<file path="src/rtl/lsu_ctrl.sv">
// rtl/lsu_ctrl.sv - load/store controller driving a single-port word data RAM
// Optional feature macro: LSU_SUBWORD_EN (byte/halfword loads and read-modify-write stores).
// Without it only LW/SW are legal and every other width completes with resp_err.
module lsu_ctrl #(
  parameter int ADDR_W = 5
) (
  input  logic              clk,
  input  logic              rst_n,
  input  logic              req_valid,
  output logic              req_ready,
  input  logic              req_we,
  input  logic [2:0]        req_funct3,
  input  logic [31:0]       req_base,
  input  logic [31:0]       req_offset,
  input  logic [31:0]       req_wdata,
  output logic              resp_valid,
  output logic [31:0]       resp_rdata,
  output logic              resp_err,
  output logic [ADDR_W-1:0] mem_addr,
  output logic              mem_readWrite,
  output logic [31:0]       mem_wdata,
  input  logic [31:0]       mem_rdata
);

  typedef enum logic [2:0] {
    S_IDLE = 3'd0,
    S_RD   = 3'd1,
    S_RDW  = 3'd2,
    S_WR   = 3'd3,
    S_RESP = 3'd4
  } state_t;

  state_t state, state_nx;

  // pend marks the cycle after accept, still in IDLE, where the latched request is decoded
  logic              pend;
  logic              accept;
  logic              bad;
  logic              we_q;
  logic [2:0]        f3_q;
  logic [1:0]        off_q;
  logic [31:0]       wdata_q;
  logic [ADDR_W-1:0] addr_q;
  logic              rw_q;
  logic [31:0]       mem_wdata_q;
  logic [31:0]       resp_rdata_q;
  logic              resp_err_q;
  logic [31:0]       eff;
  logic [31:0]       load_data;
  logic [31:0]       merge_data;
  logic              unused_ok;

  assign eff       = req_base + req_offset;
  assign accept    = req_valid && req_ready;
  // address bits above the RAM index simply wrap
  assign unused_ok = ^eff[31:ADDR_W+2];

  assign mem_addr      = addr_q;
  assign mem_readWrite = rw_q;
  assign mem_wdata     = mem_wdata_q;
  assign resp_rdata    = resp_rdata_q;
  assign resp_err      = resp_err_q;

  // legality of the latched request: width code and alignment
  always_comb begin
    bad = 1'b0;
`ifdef LSU_SUBWORD_EN
    case (f3_q)
      3'd0:    bad = 1'b0;
      3'd1:    bad = off_q[0];
      3'd2:    bad = (off_q != 2'b00);
      3'd4:    bad = we_q;
      3'd5:    bad = we_q | off_q[0];
      default: bad = 1'b1;
    endcase
`else
    bad = (f3_q != 3'd2) || (off_q != 2'b00);
`endif
  end

`ifdef LSU_SUBWORD_EN
  logic [7:0]  byte_v;
  logic [15:0] half_v;

  // lane extraction with sign/zero extension for loads, lane merge for sub-word stores
  always_comb begin
    byte_v     = mem_rdata[{off_q, 3'b000} +: 8];
    half_v     = mem_rdata[{off_q[1], 4'b0000} +: 16];
    load_data  = mem_rdata;
    merge_data = mem_rdata;
    case (f3_q[1:0])
      2'd0:    load_data = {{24{byte_v[7] & ~f3_q[2]}}, byte_v};
      2'd1:    load_data = {{16{half_v[15] & ~f3_q[2]}}, half_v};
      default: load_data = mem_rdata;
    endcase
    if (f3_q[1:0] == 2'd0) begin
      merge_data[{off_q, 3'b000} +: 8] = wdata_q[7:0];
    end else begin
      merge_data[{off_q[1], 4'b0000} +: 16] = wdata_q[15:0];
    end
  end
`else
  // word-only build: loads pass the RAM word through, there is no merge path
  always_comb begin
    load_data  = mem_rdata;
    merge_data = wdata_q;
  end
`endif

  // next-state decode and handshake outputs
  always_comb begin
    state_nx   = state;
    req_ready  = 1'b0;
    resp_valid = 1'b0;
    case (state)
      S_IDLE: begin
        req_ready = !pend;
        if (pend) begin
          if (bad) begin
            state_nx = S_RESP;
          end else if (we_q && (f3_q == 3'd2)) begin
            state_nx = S_WR;
          end else begin
            state_nx = S_RD;
          end
        end
      end
      S_RD:    state_nx = S_RDW;
      S_RDW:   state_nx = we_q ? S_WR : S_RESP;
      S_WR:    state_nx = S_RESP;
      S_RESP: begin
        resp_valid = 1'b1;
        state_nx   = S_IDLE;
      end
      default: state_nx = S_IDLE;
    endcase
  end

  // state register and decode-pending flag
  always_ff @(posedge clk or negedge rst_n) begin
    if (!rst_n) begin
      state <= S_IDLE;
      pend  <= 1'b0;
    end else begin
      state <= state_nx;
      pend  <= accept;
    end
  end

  // capture the request and its effective address on accept
  always_ff @(posedge clk or negedge rst_n) begin
    if (!rst_n) begin
      we_q    <= 1'b0;
      f3_q    <= 3'd0;
      off_q   <= 2'd0;
      wdata_q <= 32'd0;
      addr_q  <= '0;
    end else if (accept) begin
      we_q    <= req_we;
      f3_q    <= req_funct3;
      off_q   <= eff[1:0];
      wdata_q <= req_wdata;
      addr_q  <= eff[ADDR_W+1:2];
    end
  end

  // registered write strobe so the RAM only ever sees a clean single-cycle write
  always_ff @(posedge clk or negedge rst_n) begin
    if (!rst_n) begin
      rw_q        <= 1'b1;
      mem_wdata_q <= 32'd0;
    end else begin
      rw_q <= (state_nx != S_WR);
      if (state_nx == S_WR) begin
        mem_wdata_q <= (state == S_RDW) ? merge_data : wdata_q;
      end
    end
  end

  // response data/error, held until the next response
  always_ff @(posedge clk or negedge rst_n) begin
    if (!rst_n) begin
      resp_rdata_q <= 32'd0;
      resp_err_q   <= 1'b0;
    end else if (state_nx == S_RESP) begin
      resp_err_q   <= (state == S_IDLE);
      resp_rdata_q <= ((state == S_RDW) && !we_q) ? load_data : 32'd0;
    end
  end

endmodule

</file>
<file path="config.mk">
export PLATFORM = sky130hd
export DESIGN_NAME = lsu_ctrl
export DESIGN_NICKNAME = d
export VERILOG_FILES = /design/src/rtl/lsu_ctrl.sv
export SDC_FILE = /design/constraint.sdc
export NUM_CORES = 1
export LEC_CHECK = 0
export ABC_CLOCK_PERIOD_IN_PS = 2300
export CAP_MARGIN = 25
export CORE_MARGIN = 2
export CORE_UTILIZATION = 30
export DETAILED_ROUTE_END_ITERATION = 10
export GPL_ROUTABILITY_DRIVEN = 0
export PLACE_DENSITY = 0.62
export SYNTH_ARGS = -nofsm -noshare
export SYNTH_HDL_FRONTEND = slang
export SYNTH_SLANG_ARGS = --single-unit
</file>
<file path="constraint.sdc">
create_clock -name clk -period 2.3 [get_ports clk]
set_clock_uncertainty 0.1 [all_clocks]
set_input_delay 0.345 -clock clk [delete_from_list [all_inputs] [get_ports clk]]
set_output_delay 0.345 -clock clk [all_outputs]
set_load 0.01 [all_outputs]
</file>
# [Word-level counts from Yosys, hierarchy flattened]
# Index checks and enable logic that the tools add are counted.
[word_totals] ff_bits=113 latch_bits=0 ram_bits=0 rom_bits=0 in_bits=135 elab_cells=37 memories=0
[op_classes] n_addsub=1 n_mul=0 div_mod_pow=0 order_cmp=0 n_eq_ne=9 n_shift=0 n_mux=8 n_bitwise=0 n_reduce_logical=8
[ops] operator="2-to-1 mux 32 bit" n=1
[ops] operator="equality test 3 x 2 -> 1 bit, second input constant" n=4
[ops] operator="case mux 3 bit (4 select lines)" n=1
[ops] operator="2-to-1 mux 3 bit" n=3
[ops] operator="adder 7 bit" n=1
[ops] operator="equality test 3 bit, second input constant" n=2
[ops] operator="inequality test 3 x 2 -> 1 bit, second input constant" n=2
[ops] operator="equality test 3 x 1 -> 1 bit, second input constant" n=1
[ops] operator="logical AND 1 bit" n=3
[ops] operator="logical NOT 3 bit" n=1
[ops] operator="logical NOT 1 bit" n=2
[ops] operator="2-to-1 mux 1 bit" n=2
[ops] operator="2-to-1 mux 2 bit" n=1
[ops] operator="nonzero test 2 bit" n=1
[ops] operator="logical OR 1 bit" n=1

# [Depth between registers and ports, before layout]
[logic_depth] word_depth=7 ltp_mapped=7 ltp_nobuf=7

# [Worst setup path before layout]
# OpenSTA, ideal clock, no wires.
[synth_timing] path_kind="register -> register" from="register f3_q[0]" to="register mem_wdata_q[10] (netlist: mem_wdata[10])" arrival_ns=1.785 setup_slack_ns=0.290 path_stages_with_launch=6 period_less_slack_ns=2.010 cell_sequence="dfrtp_1 or4b_4 nor3b_2 o211ai_4 buf_6 mux2_4"
[synth_between] elab_chain_len=7
[synth_lines] element="start: declaration" line="40" text="logic [2:0] f3_q;"
[synth_lines] element="start signal: assignment" line="160" text="f3_q <= req_funct3;"
[synth_lines] element="equality test 3 x 2 -> 1 bit" line="121" text="end else if (we_q && (f3_q == 3'd2)) begin"
[synth_lines] element="logical AND 1 bit" line="121"
[synth_lines] element="2-to-1 mux 2 bit" line="121"
[synth_lines] element="2-to-1 mux 3 bit *" line="119" text="if (bad) begin"
[synth_lines] element="2-to-1 mux 3 bit *" line="118" text="if (pend) begin"
[synth_lines] element="case mux 3 bit (4 select lines) *" line="115" text="case (state)"
[synth_lines] element="equality test 3 x 2 -> 1 bit *" line="174" text="if (state_nx == S_WR) begin"
[synth_lines] element="end signal: assignment" line="175" text="mem_wdata_q <= (state == S_RDW) ? merge_data : wdata_q;"
[synth_lines] element="end: declaration" line="45" text="logic [31:0] mem_wdata_q;"
# Every way passes the cells marked *; elsewhere a longest branch is shown, timed or not.
# A chain may end at the register's enable or synchronous reset.

# [Worst setup path in the final report]
[layout_timing] from="register f3_q[0]" to="register mem_wdata_q[17] (netlist: mem_wdata[17])"
# The elaborated chain is that of the path after synthesis.

==> metrics.txt <==
outcome=complete, no violations; CTS Buf Count=17; Crit path max-delay family=simple AND/OR/NAND/NOR gates; clock sink total=between 100 and 150; post-DP HPWL=~7500 um; Peak Freq=~460 MHz; P&R area growth vs syn=53.3%; Reg clk slew, reported paths=0.05 ns; Global Route Usage Sum=between 10% and 20%; Largest stage delay, worst path=roughly 0.56 ns; data required time of the worst path=between 2 and 2.5 ns; Crit. End Element=register; Ys Warns=0; final net count=~690; H-tree Lvls=4; register area share after synthesis=between 60 and 70%; vias per cell=roughly 4.6; Worst setup SP type=register; Lkg Pwr=between 3 and 4 nW; Post-synth ARST share=100%; commonest non-fill, non-tap cell in the layout=clkdlybuf4s50_1; hold_ws=between 0.3 and 0.4 ns; DR DRC count=0; Vert. Die Dim=128 um; first-pass GRT wire length=approximately 18000 um; Slew Limit Fails=0; # port buffers=around 160; grt met3 use=between 4 and 5%; post-synth cell types=a little over 40; EDFF count, synth=0; GR Overflow Total=0; # diodes=0; antenna violations before repair=0; #FFs+latches synth=approximately 110; Post-Syn Nets=between 500 and 600; Slew @ Worst Pin=between 0.6 and 0.7 ns; CP Max Fanout=16; cells along the critical path=or4b_4, nor3b_2, o211ai_4, buf_4, mux2_4; met1 GRT Util=approximately 19%; Slew headroom=59.8%; final setup fails=0; DIE AREA=roughly 16000 um^2; critical setup path kind=register to register; grt peak-use layer=met2; root buffer cell=clkbuf_16; number of global-route vias before repair=between 3000 and 4000; final wirelength=11100 um; Antenna Nets Post-Route=0; maxcap violations=0; GR Layer Usage met2=a little over a fifth; biggest area consumer among synthesized cells=dfrtp_1; Synth top area share=approximately three fifths; commonest cells after routing, fill and taps aside=154 x clkdlybuf4s50_1, 113 x nand2_1, 112 x dfrtp_1; Starting Density=about 30%; via count=3442; mapped cell area=approximately 4600 um^2; fin util=46.7%; Area contributors post-synth=dfrtp_1 61%, nand2_1 9.3%, mux2_4 9.1%, a22o_1 6.1%, ha_1 1.6%; I/O pins=approximately 210; crit path time final=approximately 2.2 ns; PwrDens=approximately 1400 nW/um^2; worst-skew pair later-pin latency=around 0.40 ns; 1st-iter DRT viols=140; prevailing post-synth register cell=dfrtp_1; Hold WC Path Type=primary input to register; worst path arrival time=roughly 2.4 ns; Die Wd=between 100 and 150 um; WP buf/inv=1; Std-Cell Rows=between 40 and 50; core area=between 15000 and 20000 um^2; final period utilization=a little over nine tenths; Crit-path slowest cell=or4b_4; final hold vios=0; RSZ-0062 raised after global routing=false; CTS tree=yes; ratio of cells with drive above 1 in the final layout=15.6%; Syn Inst Count=about 380; largest net degree at the start of global routing=114; Longest Clk Path Bufs=2; routed len/inst=~15 um; Post-Syn Area per Cell=12.3 um^2; Initial DRT Pass Iterations=4; Max VDD drop=0.000508 V
==> area by class of cell <==
class / instances / area, um^2
fillers: 1368 / 8040
flip-flops and latches: 113 / 2830
repair buffers: 171 / 1720
multi-input cells: 235 / 1650
clock buffers: 22 / 484
well taps: 188 / 235
clock inverters: 10 / 108
inverters: 8 / 30.0
==> synth_stat cells (2+ instances only) <==
cell,instances
a21oi_1,3
nand4_1,2
a21o_1,2
nor2_1,4
xor2_1,3
and3_1,2
buf_6,3
inv_1,7
mux2_4,28
nand2_1,114
dfrtp_1,112
clkbuf_1,9
a22o_1,32
and2_1,2
mux2_2,6
ha_1,6
buf_2,7
o21ai_0,8
o21a_1,3
==> layer usage <==
layer	routed length, um	share of wire [%]
met5	0	0
met4	244	2.2
met3	533	4.8
met2	5280	48
met1	5020	45
==> stage by stage <==
| stage | worst slack [ns] | power [mW] | area [um^2] | TNS, ns | cells |
|---|---|---|---|---|---|
| final | 0.128 | 9.53 | 7050 | 0 | 747 |
| after global routing | 0.0392 | 10.1 | 7050 | 0 | 747 |
| after CTS | 0.0391 | 9.68 | 7040 | 0 | 747 |
| after detailed placement | -0.0556 | 6.99 | 6430 | -0.0556 | 713 |
| after global placement | -0.0107 | 6.90 | 6430 | -0.0107 | 713 |
| after floorplan | 0.290 | 5.13 | 4600 | 0 | 375 |
==> registers in the layout (all words and copies together), names as in the netlist <==
name           cells
off_q              2
resp_rdata        32
mem_readWrite      1
we_q               1
mem_addr           5
pend               1
f3_q               3
mem_wdata         32
resp_err           1
merge_data        32
state              3
==> cell families after synthesis <==
| group | synth area share (%) |
|---|---|
| AO/OA/AOI/OAI | 10.0 |
| XOR/XNOR | 0.572 |
| flip-flops | 61.6 |
| buffers and inverters | 2.89 |
| adder cells (fa/ha/maj) | 2.07 |
| multiplexers | 10.8 |
| AND/OR/NAND/NOR | 12.0 |
==> report_power, final <==
part	switching, mW	internal (mW)	leakage, nW	total, mW
Combinational	1.48	2.05	1.61	3.53
Clock	0.891	1.70	0.288	2.59
Sequential	0.520	2.90	1.47	3.42
Total	2.89	6.64	3.37	9.53
==> what timing repair did <==
item | in CTS | in global routing
endpoints found under the hold margin | 112 | 0
pin swaps | 1 | 0
hold buffers | 1 | 0
setup endpoints to repair | 1 | 1
gates resized for setup | 2 | 1
setup buffers | 1 | 0
==> path summary, 6_finish.rpt <==
kind / start / cells past startpoint / slack, ns / end
min in group asynchronous: rst_n / 3 / 0.47 / mem_wdata[3]$_DFFE_PN0N_
worst max register to register: f3_q[0]$_DFFE_PN0P_ / 5 / 0.13 / mem_wdata[17]$_DFFE_PN0N_
worst max-delay path: f3_q[0]$_DFFE_PN0P_ / 5 / 0.13 / mem_wdata[17]$_DFFE_PN0N_
max in group asynchronous: rst_n / 3 / 1.16 / merge_data[28]$_DFFE_PN0P_
worst min register to register: merge_data[4]$_DFFE_PN0P_ / 2 / 0.37 / merge_data[4]$_DFFE_PN0P_
worst min-delay path: req_wdata[12] / 3 / 0.37 / merge_data[12]$_DFFE_PN0P_
==> worst min-delay path, stage by stage <==
cell and delay (ns):
clkdlybuf4s50_1 0.40, nand2_1 0.05, nand2_1 0.04
(Power assumes the default switching activity.)
